==> config.mk <==
export PLATFORM = sky130hd
export DESIGN_NAME = arith_unit_flat
export DESIGN_NICKNAME = d
export VERILOG_FILES = /design/src/rtl/arith_unit_if.sv /design/src/rtl/arith_unit.sv /design/src/flat_wrapper.sv
export SDC_FILE = /design/constraint.sdc
export NUM_CORES = 1
export LEC_CHECK = 0
export BUFFER_PORTS_ARGS = -buffer_cell sky130_fd_sc_hd__buf_4
export CAP_MARGIN = 30
export CORE_UTILIZATION = 35
export CTS_BUF_LIST = sky130_fd_sc_hd__clkbuf_8
export DETAILED_ROUTE_END_ITERATION = 7
export SETUP_SLACK_MARGIN = 0.2
export SYNTH_ARGS = -nofsm -noshare
export SYNTH_HDL_FRONTEND = slang
export SYNTH_SLANG_ARGS = --single-unit
==> constraint.sdc <==
create_clock -name clk -period 4.4 [get_ports clk]
set_clock_uncertainty 0.1 [all_clocks]
set_input_delay 0.22 -clock clk [delete_from_list [all_inputs] [get_ports clk]]
set_output_delay 0.22 -clock clk [all_outputs]
set_load 0.02 [all_outputs]
==> src/rtl/arith_unit_if.sv <==
// Handshake bundle between the arithmetic controller (master) and the arith_unit datapath (slave).
// Carries the micro-operation pulses, memory/panel data and the returned status bits.
interface arith_unit_if #(parameter int WIDTH = 30);
    logic             do_clear_a;
    logic             do_clear_b;
    logic             do_clear_c;
    logic             do_not_a;
    logic             do_not_b;
    logic             do_sum;
    logic             do_and;
    logic             do_set_c_30;
    logic             do_left_shift_b;
    logic             do_left_shift_c;
    logic             do_left_shift_c29;
    logic             do_right_shift_bc;
    logic             do_move_c_to_a;
    logic             do_move_c_to_b;
    logic             do_move_b_to_c;
    logic             do_mem_to_c;
    logic [WIDTH-1:0] mem_read_data;
    logic             do_arr_c;
    logic [WIDTH-1:0] arr_reg_c_data;

    logic             carry_out;
    logic             reg_b0;
    logic             reg_c1;
    logic             reg_c30;
    logic [WIDTH-1:0] write_data_to_mem;
    logic [WIDTH-1:0] reg_a_to_pnl;
    logic [WIDTH:0]   reg_b_to_pnl;
    logic [WIDTH-1:0] reg_c_to_pnl;

    modport master (
        output do_clear_a, do_clear_b, do_clear_c, do_not_a, do_not_b, do_sum, do_and,
               do_set_c_30, do_left_shift_b, do_left_shift_c, do_left_shift_c29,
               do_right_shift_bc, do_move_c_to_a, do_move_c_to_b, do_move_b_to_c,
               do_mem_to_c, mem_read_data, do_arr_c, arr_reg_c_data,
        input  carry_out, reg_b0, reg_c1, reg_c30, write_data_to_mem,
               reg_a_to_pnl, reg_b_to_pnl, reg_c_to_pnl
    );

    modport slave (
        input  do_clear_a, do_clear_b, do_clear_c, do_not_a, do_not_b, do_sum, do_and,
               do_set_c_30, do_left_shift_b, do_left_shift_c, do_left_shift_c29,
               do_right_shift_bc, do_move_c_to_a, do_move_c_to_b, do_move_b_to_c,
               do_mem_to_c, mem_read_data, do_arr_c, arr_reg_c_data,
        output carry_out, reg_b0, reg_c1, reg_c30, write_data_to_mem,
               reg_a_to_pnl, reg_b_to_pnl, reg_c_to_pnl
    );
endinterface

==> src/rtl/arith_unit.sv <==
// Magnitude datapath with working registers A[1:30], B[0:30], C[1:30].
// Bit 1 is the MSB (machine numbering); B0 is the overflow position above B1.
module arith_unit #(
    parameter int WIDTH = 30
) (
    input  logic         clk,
    input  logic         resetn,
    arith_unit_if.slave  bus
);

    logic [1:WIDTH] reg_a, a_nxt;
    logic [0:WIDTH] reg_b, b_nxt;
    logic [1:WIDTH] reg_c, c_nxt;

    logic [WIDTH:0]   sum_full;
    logic [WIDTH-1:0] sum_eac;
    logic             c30_fill;

    // End-around carry: the adder's carry out is folded back into the LSB.
    assign sum_full = {1'b0, reg_a} + {1'b0, reg_b[1:WIDTH]};
    assign sum_eac  = sum_full[WIDTH-1:0] + {{(WIDTH-1){1'b0}}, sum_full[WIDTH]};
    assign c30_fill = (bus.do_left_shift_c29 & reg_c[1]) | bus.do_set_c_30;

    always_comb begin
        a_nxt = reg_a;
        if (bus.do_clear_a)          a_nxt = '0;
        else if (bus.do_move_c_to_a) a_nxt = reg_c;
        else if (bus.do_not_a)       a_nxt = ~reg_a;
    end

    always_comb begin
        b_nxt = reg_b;
        if (bus.do_clear_b)             b_nxt = '0;
        else if (bus.do_move_c_to_b)    b_nxt = {1'b0, reg_c};
        else if (bus.do_sum)            b_nxt = {sum_full[WIDTH], sum_eac};
        else if (bus.do_not_b)          b_nxt = {reg_b[0], ~reg_b[1:WIDTH]};
        else if (bus.do_left_shift_b)   b_nxt = {reg_b[1:WIDTH], 1'b0};
        else if (bus.do_right_shift_bc) b_nxt = {1'b0, reg_b[0:WIDTH-1]};
    end

    // set_c_30 is lowest priority except alongside left_shift_c, where it fills C30.
    always_comb begin
        c_nxt = reg_c;
        if (bus.do_clear_c)             c_nxt = '0;
        else if (bus.do_move_b_to_c)    c_nxt = reg_b[1:WIDTH];
        else if (bus.do_mem_to_c)       c_nxt = bus.mem_read_data;
        else if (bus.do_arr_c)          c_nxt = bus.arr_reg_c_data;
        else if (bus.do_and)            c_nxt = reg_a & reg_c;
        else if (bus.do_left_shift_c)   c_nxt = {reg_c[2:WIDTH], c30_fill};
        else if (bus.do_right_shift_bc) c_nxt = {reg_b[WIDTH], reg_c[1:WIDTH-1]};
        else if (bus.do_set_c_30)       c_nxt[WIDTH] = 1'b1;
    end

    always_ff @(posedge clk) begin
        if (!resetn) begin
            reg_a <= '0;
            reg_b <= '0;
            reg_c <= '0;
        end else begin
            reg_a <= a_nxt;
            reg_b <= b_nxt;
            reg_c <= c_nxt;
        end
    end

    assign bus.carry_out         = sum_full[WIDTH];
    assign bus.reg_b0            = reg_b[0];
    assign bus.reg_c1            = reg_c[1];
    assign bus.reg_c30           = reg_c[WIDTH];
    assign bus.write_data_to_mem = reg_c;
    assign bus.reg_a_to_pnl      = reg_a;
    assign bus.reg_b_to_pnl      = reg_b;
    assign bus.reg_c_to_pnl      = reg_c;

endmodule

==> src/flat_wrapper.sv <==
// flat-port wrapper written by rule: the top's interface ports become plain ports
module arith_unit_flat 
#(
    parameter int WIDTH = 30
)
  (clk, resetn, bus_do_clear_a, bus_do_clear_b, bus_do_clear_c, bus_do_not_a, bus_do_not_b, bus_do_sum, bus_do_and, bus_do_set_c_30, bus_do_left_shift_b, bus_do_left_shift_c, bus_do_left_shift_c29, bus_do_right_shift_bc, bus_do_move_c_to_a, bus_do_move_c_to_b, bus_do_move_b_to_c, bus_do_mem_to_c, bus_mem_read_data, bus_do_arr_c, bus_arr_reg_c_data, bus_carry_out, bus_reg_b0, bus_reg_c1, bus_reg_c30, bus_write_data_to_mem, bus_reg_a_to_pnl, bus_reg_b_to_pnl, bus_reg_c_to_pnl);
  arith_unit_if #(.WIDTH(WIDTH)) bus_i ();
  input  logic clk;
  input  logic resetn;
  input wire logic [$bits(bus_i.do_clear_a)-1:0] bus_do_clear_a;
  input wire logic [$bits(bus_i.do_clear_b)-1:0] bus_do_clear_b;
  input wire logic [$bits(bus_i.do_clear_c)-1:0] bus_do_clear_c;
  input wire logic [$bits(bus_i.do_not_a)-1:0] bus_do_not_a;
  input wire logic [$bits(bus_i.do_not_b)-1:0] bus_do_not_b;
  input wire logic [$bits(bus_i.do_sum)-1:0] bus_do_sum;
  input wire logic [$bits(bus_i.do_and)-1:0] bus_do_and;
  input wire logic [$bits(bus_i.do_set_c_30)-1:0] bus_do_set_c_30;
  input wire logic [$bits(bus_i.do_left_shift_b)-1:0] bus_do_left_shift_b;
  input wire logic [$bits(bus_i.do_left_shift_c)-1:0] bus_do_left_shift_c;
  input wire logic [$bits(bus_i.do_left_shift_c29)-1:0] bus_do_left_shift_c29;
  input wire logic [$bits(bus_i.do_right_shift_bc)-1:0] bus_do_right_shift_bc;
  input wire logic [$bits(bus_i.do_move_c_to_a)-1:0] bus_do_move_c_to_a;
  input wire logic [$bits(bus_i.do_move_c_to_b)-1:0] bus_do_move_c_to_b;
  input wire logic [$bits(bus_i.do_move_b_to_c)-1:0] bus_do_move_b_to_c;
  input wire logic [$bits(bus_i.do_mem_to_c)-1:0] bus_do_mem_to_c;
  input wire logic [$bits(bus_i.mem_read_data)-1:0] bus_mem_read_data;
  input wire logic [$bits(bus_i.do_arr_c)-1:0] bus_do_arr_c;
  input wire logic [$bits(bus_i.arr_reg_c_data)-1:0] bus_arr_reg_c_data;
  output wire logic [$bits(bus_i.carry_out)-1:0] bus_carry_out;
  output wire logic [$bits(bus_i.reg_b0)-1:0] bus_reg_b0;
  output wire logic [$bits(bus_i.reg_c1)-1:0] bus_reg_c1;
  output wire logic [$bits(bus_i.reg_c30)-1:0] bus_reg_c30;
  output wire logic [$bits(bus_i.write_data_to_mem)-1:0] bus_write_data_to_mem;
  output wire logic [$bits(bus_i.reg_a_to_pnl)-1:0] bus_reg_a_to_pnl;
  output wire logic [$bits(bus_i.reg_b_to_pnl)-1:0] bus_reg_b_to_pnl;
  output wire logic [$bits(bus_i.reg_c_to_pnl)-1:0] bus_reg_c_to_pnl;
  assign bus_i.do_clear_a = bus_do_clear_a;
  assign bus_i.do_clear_b = bus_do_clear_b;
  assign bus_i.do_clear_c = bus_do_clear_c;
  assign bus_i.do_not_a = bus_do_not_a;
  assign bus_i.do_not_b = bus_do_not_b;
  assign bus_i.do_sum = bus_do_sum;
  assign bus_i.do_and = bus_do_and;
  assign bus_i.do_set_c_30 = bus_do_set_c_30;
  assign bus_i.do_left_shift_b = bus_do_left_shift_b;
  assign bus_i.do_left_shift_c = bus_do_left_shift_c;
  assign bus_i.do_left_shift_c29 = bus_do_left_shift_c29;
  assign bus_i.do_right_shift_bc = bus_do_right_shift_bc;
  assign bus_i.do_move_c_to_a = bus_do_move_c_to_a;
  assign bus_i.do_move_c_to_b = bus_do_move_c_to_b;
  assign bus_i.do_move_b_to_c = bus_do_move_b_to_c;
  assign bus_i.do_mem_to_c = bus_do_mem_to_c;
  assign bus_i.mem_read_data = bus_mem_read_data;
  assign bus_i.do_arr_c = bus_do_arr_c;
  assign bus_i.arr_reg_c_data = bus_arr_reg_c_data;
  assign bus_carry_out = bus_i.carry_out;
  assign bus_reg_b0 = bus_i.reg_b0;
  assign bus_reg_c1 = bus_i.reg_c1;
  assign bus_reg_c30 = bus_i.reg_c30;
  assign bus_write_data_to_mem = bus_i.write_data_to_mem;
  assign bus_reg_a_to_pnl = bus_i.reg_a_to_pnl;
  assign bus_reg_b_to_pnl = bus_i.reg_b_to_pnl;
  assign bus_reg_c_to_pnl = bus_i.reg_c_to_pnl;
  arith_unit #(.WIDTH(WIDTH)) u_core (.clk(clk), .resetn(resetn), .bus(bus_i));
endmodule
==> run summary, run 1 <==
DR iter-0 viols -> 734
final hold violation count -> 0
synth warn -> 0
number of global-route vias before repair -> 9437
RSZ-0062 raised after global routing -> yes
Int Pwr -> 1.51 mW
number of synthesized flops with an enable pin -> 0
worst reg2reg path depth -> 21
clk_lat worst skew -> 0.40 ns
Synth Cell Area -> 0.00899 mm2
post-DP HPWL -> 23.2 mm
dpl ws -> 0.0457 ns
Placed Instance Area -> 0.0111 mm2
initial antenna violation count -> 0
CTS tree -> done
switching power -> 0.793 mW
WS Path Type -> flip-flop to flip-flop
CTS root buf -> clkbuf_8
number of max-cap violations -> 0
Pwr Density -> 194 mW/mm2
worst vdd ir -> 0.150 mV
final worst path period share -> 0.996
Async SR Flop Fraction -> 0
clock share of power -> 0.309
Clk pin slew, worst setup/hold paths -> 0.11 ns
crit path time final -> 4.38 ns
endpoints failing setup -> 0
met2 usage in global routing -> 0.425
syn nets -> 1399
CTS Buf Count -> 9
GRT Overall Usage -> 0.251
sequential cell area fraction in the yosys report -> 0.203
Worst Max-Slew Pin Slew -> 1.00 ns
sequential power share -> 0.387
Area Overhead vs Synth -> 32.4%
gpl congestion -> 0.928
crit path launch -> u_core.bus.reg_b_to_pnl[3]
commonest non-fill, non-tap cell in the layout -> buf_4
worst setup margin -> 0.0189 ns
Initial Utilization -> 0.357
clock buffer depth -> 2
DRC violations left -> 0
worst relative slew slack -> 0.330
NumNets Final -> 1584
CTS H-tree lvls -> 3
drt total wl -> 33.6 mm
First-pass DRT Iterations -> 5
Crit. End Element -> flip-flop
Final Max Slew Viols -> 0
M3 GR Usage -> 0.0340
Sw Ratio -> 0.344
Via Count -> 10200
Synth Instances -> 1287
Setup crit end -> u_core.bus.reg_b_to_pnl[23]
largest net degree at the start of global routing -> 62
Rows -> 58
Finished Cell Area -> 0.0119 mm2
critical path peak fanout -> 7
Gate power share -> 0.303
Antenna Nets Post-Route -> 0
post-DR vias/cell -> 5.65
Total Die Area -> 0.0263 mm2
hold crit path type -> input port to flip-flop
layout cell share with drive strength beyond 1 -> 0.300
Core Footprint -> 0.0252 mm2
Worst Path Arrival -> 4.56 ns
fmax -> 228 MHz
r2r startpoint -> u_core.bus.reg_b_to_pnl[3]
number of antenna diodes -> 0
Die H -> 162 um
Main synth FF type -> dfxtp_1
die width -> 162 um
Port-buffer cells -> 203
synthesized flop and latch total -> 91
Worst EP required -> 4.58 ns
busiest grt layer -> met2
post-synthesis cell type count -> 92
Pleak -> 4.83 nW
WL/cell -> 18.6 um
total gr overflow -> 0
clock sinks -> 91
status -> complete, no violations
Crit Reg-Reg Endpoint -> u_core.bus.reg_b_to_pnl[23]
most frequent cells in the layout -> buf_4 (297), nor2_1 (216), a21oi_1 (159)
Post-Syn Area per Cell -> 6.99 um2
GR Util met1 -> 0.337
Reg2Reg Setup Slack -> 0.02 ns
first-pass GRT wire length -> 52.5 mm
CP Launch Type -> flip-flop
I/O pin cnt -> 204
Fin Setup TNS -> 0 ns
## layer usage
layer | vias to the layer above | part of all wire
met2 | 353 | 0.48
li1 | 5015 | -
met5 | - | 0
met1 | 4812 | 0.46
met4 | 0 | 0.0097
met3 | 27 | 0.052
## how the worst min path moves through the flow
stage                                     start                     endpoint  slack [ns]  depth (start not counted)
after floorplan                 bus_do_set_c_30   u_core.bus.reg_c_to_pnl[0]        0.29                          3
after global placement          bus_do_set_c_30   u_core.bus.reg_c_to_pnl[0]        0.40                          4
after detailed placement        bus_do_set_c_30   u_core.bus.reg_c_to_pnl[0]        0.41                          4
after CTS                 bus_mem_read_data[26]  u_core.bus.reg_c_to_pnl[26]        0.15                          5
after global routing      bus_mem_read_data[28]  u_core.bus.reg_c_to_pnl[28]        0.19                          5
final                     bus_mem_read_data[29]  u_core.bus.reg_c_to_pnl[29]        0.17                          5
## what timing repair did
item                                    CTS  global route
endpoints found under the setup margin   19            26
buffers inserted                         14            13
endpoints found under the hold margin     1             0
resized for setup                         8            61
hold buffers                              1             0
pin swaps                                 8            42
## cells in the mapped netlist, drive strengths merged (20+ instances only)
| cell | number | share of area |
|---|---|---|
| a31oi | 37 | 0.026 |
| mux2i | 48 | 0.053 |
| buf | 45 | 0.034 |
| nor3 | 30 | 0.017 |
| o21ai | 67 | 0.038 |
| nand2 | 114 | 0.048 |
| o211ai | 37 | 0.031 |
| clkbuf | 85 | 0.037 |
| xnor2 | 51 | 0.051 |
| dfxtp | 91 | 0.20 |
| nand3 | 20 | 0.012 |
| ha | 32 | 0.045 |
| nor2 | 221 | 0.093 |
| a21oi | 163 | 0.091 |
| a211oi | 47 | 0.043 |
## worst max-delay path, stage by stage (launching register included)
cell and delay [ns]:
dfxtp_4 0.39, ha_4 0.29, o211ai_1 0.16, o21ai_2 0.23, nand3_2 0.12, nand4_1 0.12
a41o_1 0.19, a21o_1 0.14, a21oi_2 0.06, nor2b_1 0.16, o21ai_2 0.09, nand2_2 0.11
ha_4 0.17, nand3_4 0.08, a2111o_1 0.46, a211oi_4 0.34, nand4_4 0.18, nor2_4 0.18
nand3_2 0.10, or4_4 0.43, nand3_2 0.10, a21oi_2 0.06
## flip-flops by register name (all words and copies together) (netlist names)
signal / flops
u_core.bus.reg_a_to_pnl: 30
u_core.bus.reg_b_to_pnl: 31
u_core.bus.reg_c_to_pnl: 30
## cell type report
cell class	instances	area, um2
inverter	14	52.6
fill	2567	13300
clock inverter	7	109
tap	330	413
multi-input combinational	1052	7020
timing repair buffer	304	2320
clock buffer	9	124
sequential	91	1870
## logic make-up after synthesis
family / after synthesis / synth area share
buf+inv: 144 / 0.0767
xor+xnor: 68 / 0.0671
fa+ha+maj: 33 / 0.0467
simple gates: 469 / 0.238
flops: 91 / 0.203
compound gates: 432 / 0.313
mux: 50 / 0.0559
## power by group through the flow
stage               clock, mW  combinational [mW]  sequential, mW
floorplan                   0               0.405           0.942
global placement            0               0.659           0.911
detailed placement          0               0.664           0.913
CTS                     0.731               0.671           0.894
global route            0.753               0.761           0.899
finish                  0.714               0.699           0.894
## stage by stage
stage	total power, mW	hold WS, ns	std cells	utilization
2_1_floorplan	1.35	0.295	1287	-
3_3_place_gp	1.57	0.405	1762	0.440
3_5_place_dp	1.58	0.413	1763	0.441
4_1_cts	2.30	0.153	1794	0.456
5_1_grt	2.41	0.195	1807	0.473
6_report	2.31	0.169	1807	0.473
Power figures use the tool's default switching activity.
==> run 2, diff against run 1 <==
ABC_AREA = 1   (was not set)
==> run summary, run 2 <==
number of max-cap violations -> 0
number of synthesized flops with an enable pin -> 0
Synth Instances -> 1496
Worst EP required -> 4.63 ns
Finished Cell Area -> 0.0111 mm2
Pwr Density -> 203 mW/mm2
Initial Utilization -> 0.355
final worst path period share -> 0.885
Synth top cells by count -> nand2_1 (326), inv_1 (169), a21oi_1 (140)
final hold violation count -> 0
post-DP HPWL -> 29.9 mm
post-synthesis cell type count -> 45
Rows -> 58
worst reg2reg path depth -> 27
most common cell in the synthesized netlist -> nand2_1
crit-path leading delay family -> simple AND/OR/NAND/NOR gates
Worst Hold Launch -> bus_do_set_c_30
Antenna Nets Post-Route -> 0
hold path cells -> 3
initial antenna violation count -> 1
RSZ-0062 raised after global routing -> no
CTS H-tree lvls -> 3
Core Footprint -> 0.0251 mm2
NumNets Final -> 1738
max reg flops -> 31
number of antenna diodes -> 0
die width -> 162 um
worst relative slew slack -> 0.327
DRC violations left -> 0
CP Buf/Inv Count -> 3
Clk pin slew, worst setup/hold paths -> 0.11 ns
r2r startpoint -> u_core.bus.reg_b_to_pnl[21]
final design utilization -> 0.444
first-pass GRT wire length -> 59.7 mm
WS Path Type -> flip-flop to flip-flop
area share of the largest cell type after synthesis -> 0.204
Placed Instance Area -> 0.0105 mm2
synthesized flop and latch total -> 91
Crit Reg-Reg Endpoint -> u_core.bus.reg_b_to_pnl[20]
crit path time final -> 3.89 ns
synth warn -> 0
Die H -> 162 um
CTS root buf -> clkbuf_8
I/O pin cnt -> 204
area leader, netlist -> dfxtp_1
sequential cell area fraction in the yosys report -> 0.204
most frequent cells in the layout -> nand2_1 (322), buf_4 (241), inv_1 (168)
CP max stage cell -> dfxtp_4
number of global-route vias before repair -> 9850
Hold EP -> u_core.bus.reg_c_to_pnl[0]
Post-Syn Area per Cell -> 5.96 um2
Area Overhead vs Synth -> 25.1%
layout cell share with drive strength beyond 1 -> 0.226
CP Launch Type -> flip-flop
clock sinks -> 91
Async SR Flop Fraction -> 0
fmax -> 257 MHz
Worst Path Arrival -> 4.12 ns
Main synth FF type -> dfxtp_1
DR iter-0 viols -> 1178
gpl congestion -> 0.968
status -> complete, no violations
CTS Buf Count -> 9
critical path peak fanout -> 5
Pleak -> 4.86 nW
GRT Overall Usage -> 0.296
Crit. End Element -> flip-flop
Synth Cell Area -> 0.00891 mm2
worst vdd ir -> 0.160 mV
Reg2Reg Setup Slack -> 0.51 ns
clk_lat worst skew -> 0.39 ns
hold crit path type -> input port to flip-flop
syn nets -> 1608
Tot Pwr -> 2.26 mW
hold_buf cts -> 0
largest net degree at the start of global routing -> 62
total gr overflow -> 0
CTS tree -> done
Area contributors post-synth -> dfxtp_1 (20%), nand2_1 (14%), a21oi_1 (7.9%), o21ai_0 (7.2%), nand3_1 (7.1%)
commonest non-fill, non-tap cell in the layout -> nand2_1
clock buffer depth -> 2
CP Depth -> 27
slowest cell delay on critical path -> 0.38 ns
Port-buffer cells -> 203
most frequent CP cell -> nand2_2
Total Die Area -> 0.0261 mm2
Worst Max-Slew Pin Slew -> 1.01 ns
Final Max Slew Viols -> 0
Via Count -> 11100
post-DR vias/cell -> 5.65
endpoints failing setup -> 0
drt total wl -> 39.6 mm
WL/cell -> 20.2 um
First-pass DRT Iterations -> 6
[run 2: changes by cell type after synthesis, sizes merged, moves of 29 or more]
cell | previous run | this run
nand2 | 114 | 339
inv | 14 | 171
nand3 | 20 | 131
nor2 | 221 | 139
o21ai | 67 | 132
a221oi | 4 | 58
mux2i | 48 | 0
xnor2 | 51 | 3
a31oi | 37 | 8
[run 2: timing repair]
| item | 4_1_cts | 5_1_grt |
|---|---|---|
| gates cloned | 0 | 0 |
| pin swaps | 0 | 8 |
| endpoints found under the setup margin | 18 | 20 |
| buffers inserted | 0 | 7 |
| resized for setup | 5 | 92 |
[run 2: tightest hold or removal path, cell delays in order]
cell and delay, ns:
buf_4 0.11, inv_1 0.07, a311oi_1 0.08
[run 2: worst max-delay path by stage]
stage,start,slack [ns],endpoint
2_1_floorplan,u_core.bus.reg_b_to_pnl[0],0.70,u_core.bus.reg_b_to_pnl[22]
3_3_place_gp,u_core.bus.reg_b_to_pnl[20],-0.05,u_core.bus.reg_b_to_pnl[20]
3_5_place_dp,u_core.bus.reg_b_to_pnl[20],-0.04,u_core.bus.reg_b_to_pnl[20]
4_1_cts,u_core.bus.reg_b_to_pnl[21],0.24,u_core.bus.reg_b_to_pnl[20]
5_1_grt,u_core.bus.reg_b_to_pnl[7],0.19,u_core.bus.reg_b_to_pnl[28]
6_report,u_core.bus.reg_b_to_pnl[21],0.51,u_core.bus.reg_b_to_pnl[20]
[run 2: layout make-up]
cell class	count	area (um2)
Multi-Input combinational cell	1110	6240
Timing Repair Buffer	241	1810
Tap cell	330	413
Clock buffer	9	124
Inverter	173	649
Sequential cell	91	1880
Clock inverter	6	40.0
Fill cell	2707	14000
[run 2: where the power goes]
group / switching [mW] / internal [mW] / total [mW]
combinational: 0.472 / 0.289 / 0.760
sequential: 0.0798 / 0.860 / 0.940
clock: 0.359 / 0.204 / 0.563
total: 0.910 / 1.35 / 2.26
[run 2: per-layer routing]
metal,track usage,part of all wire
met1,0.446,0.46
met2,0.436,0.43
met3,0.0519,0.095
met4,0.0592,0.013
met5,0,0.00030
[run 2: kinds of logic after synthesis]
group | synth area share
compound gates | 0.294
buf+inv | 0.138
fa+ha+maj | 0.0472
xor+xnor | 0.00590
flops | 0.204
simple gates | 0.310
[run 2: per-stage QoR]
| step | TNS (ns) | hold slack [ns] | worst slack, ns | instances |
|---|---|---|---|---|
| 2_1_floorplan | 0 | 0.294 | 0.700 | 1496 |
| 3_3_place_gp | -0.0613 | 0.429 | -0.0470 | 1938 |
| 3_5_place_dp | -0.0602 | 0.433 | -0.0447 | 1938 |
| 4_1_cts | 0 | 0.0240 | 0.243 | 1953 |
| 5_1_grt | 0 | 0.0594 | 0.192 | 1960 |
| 6_report | 0 | 0.0388 | 0.506 | 1960 |
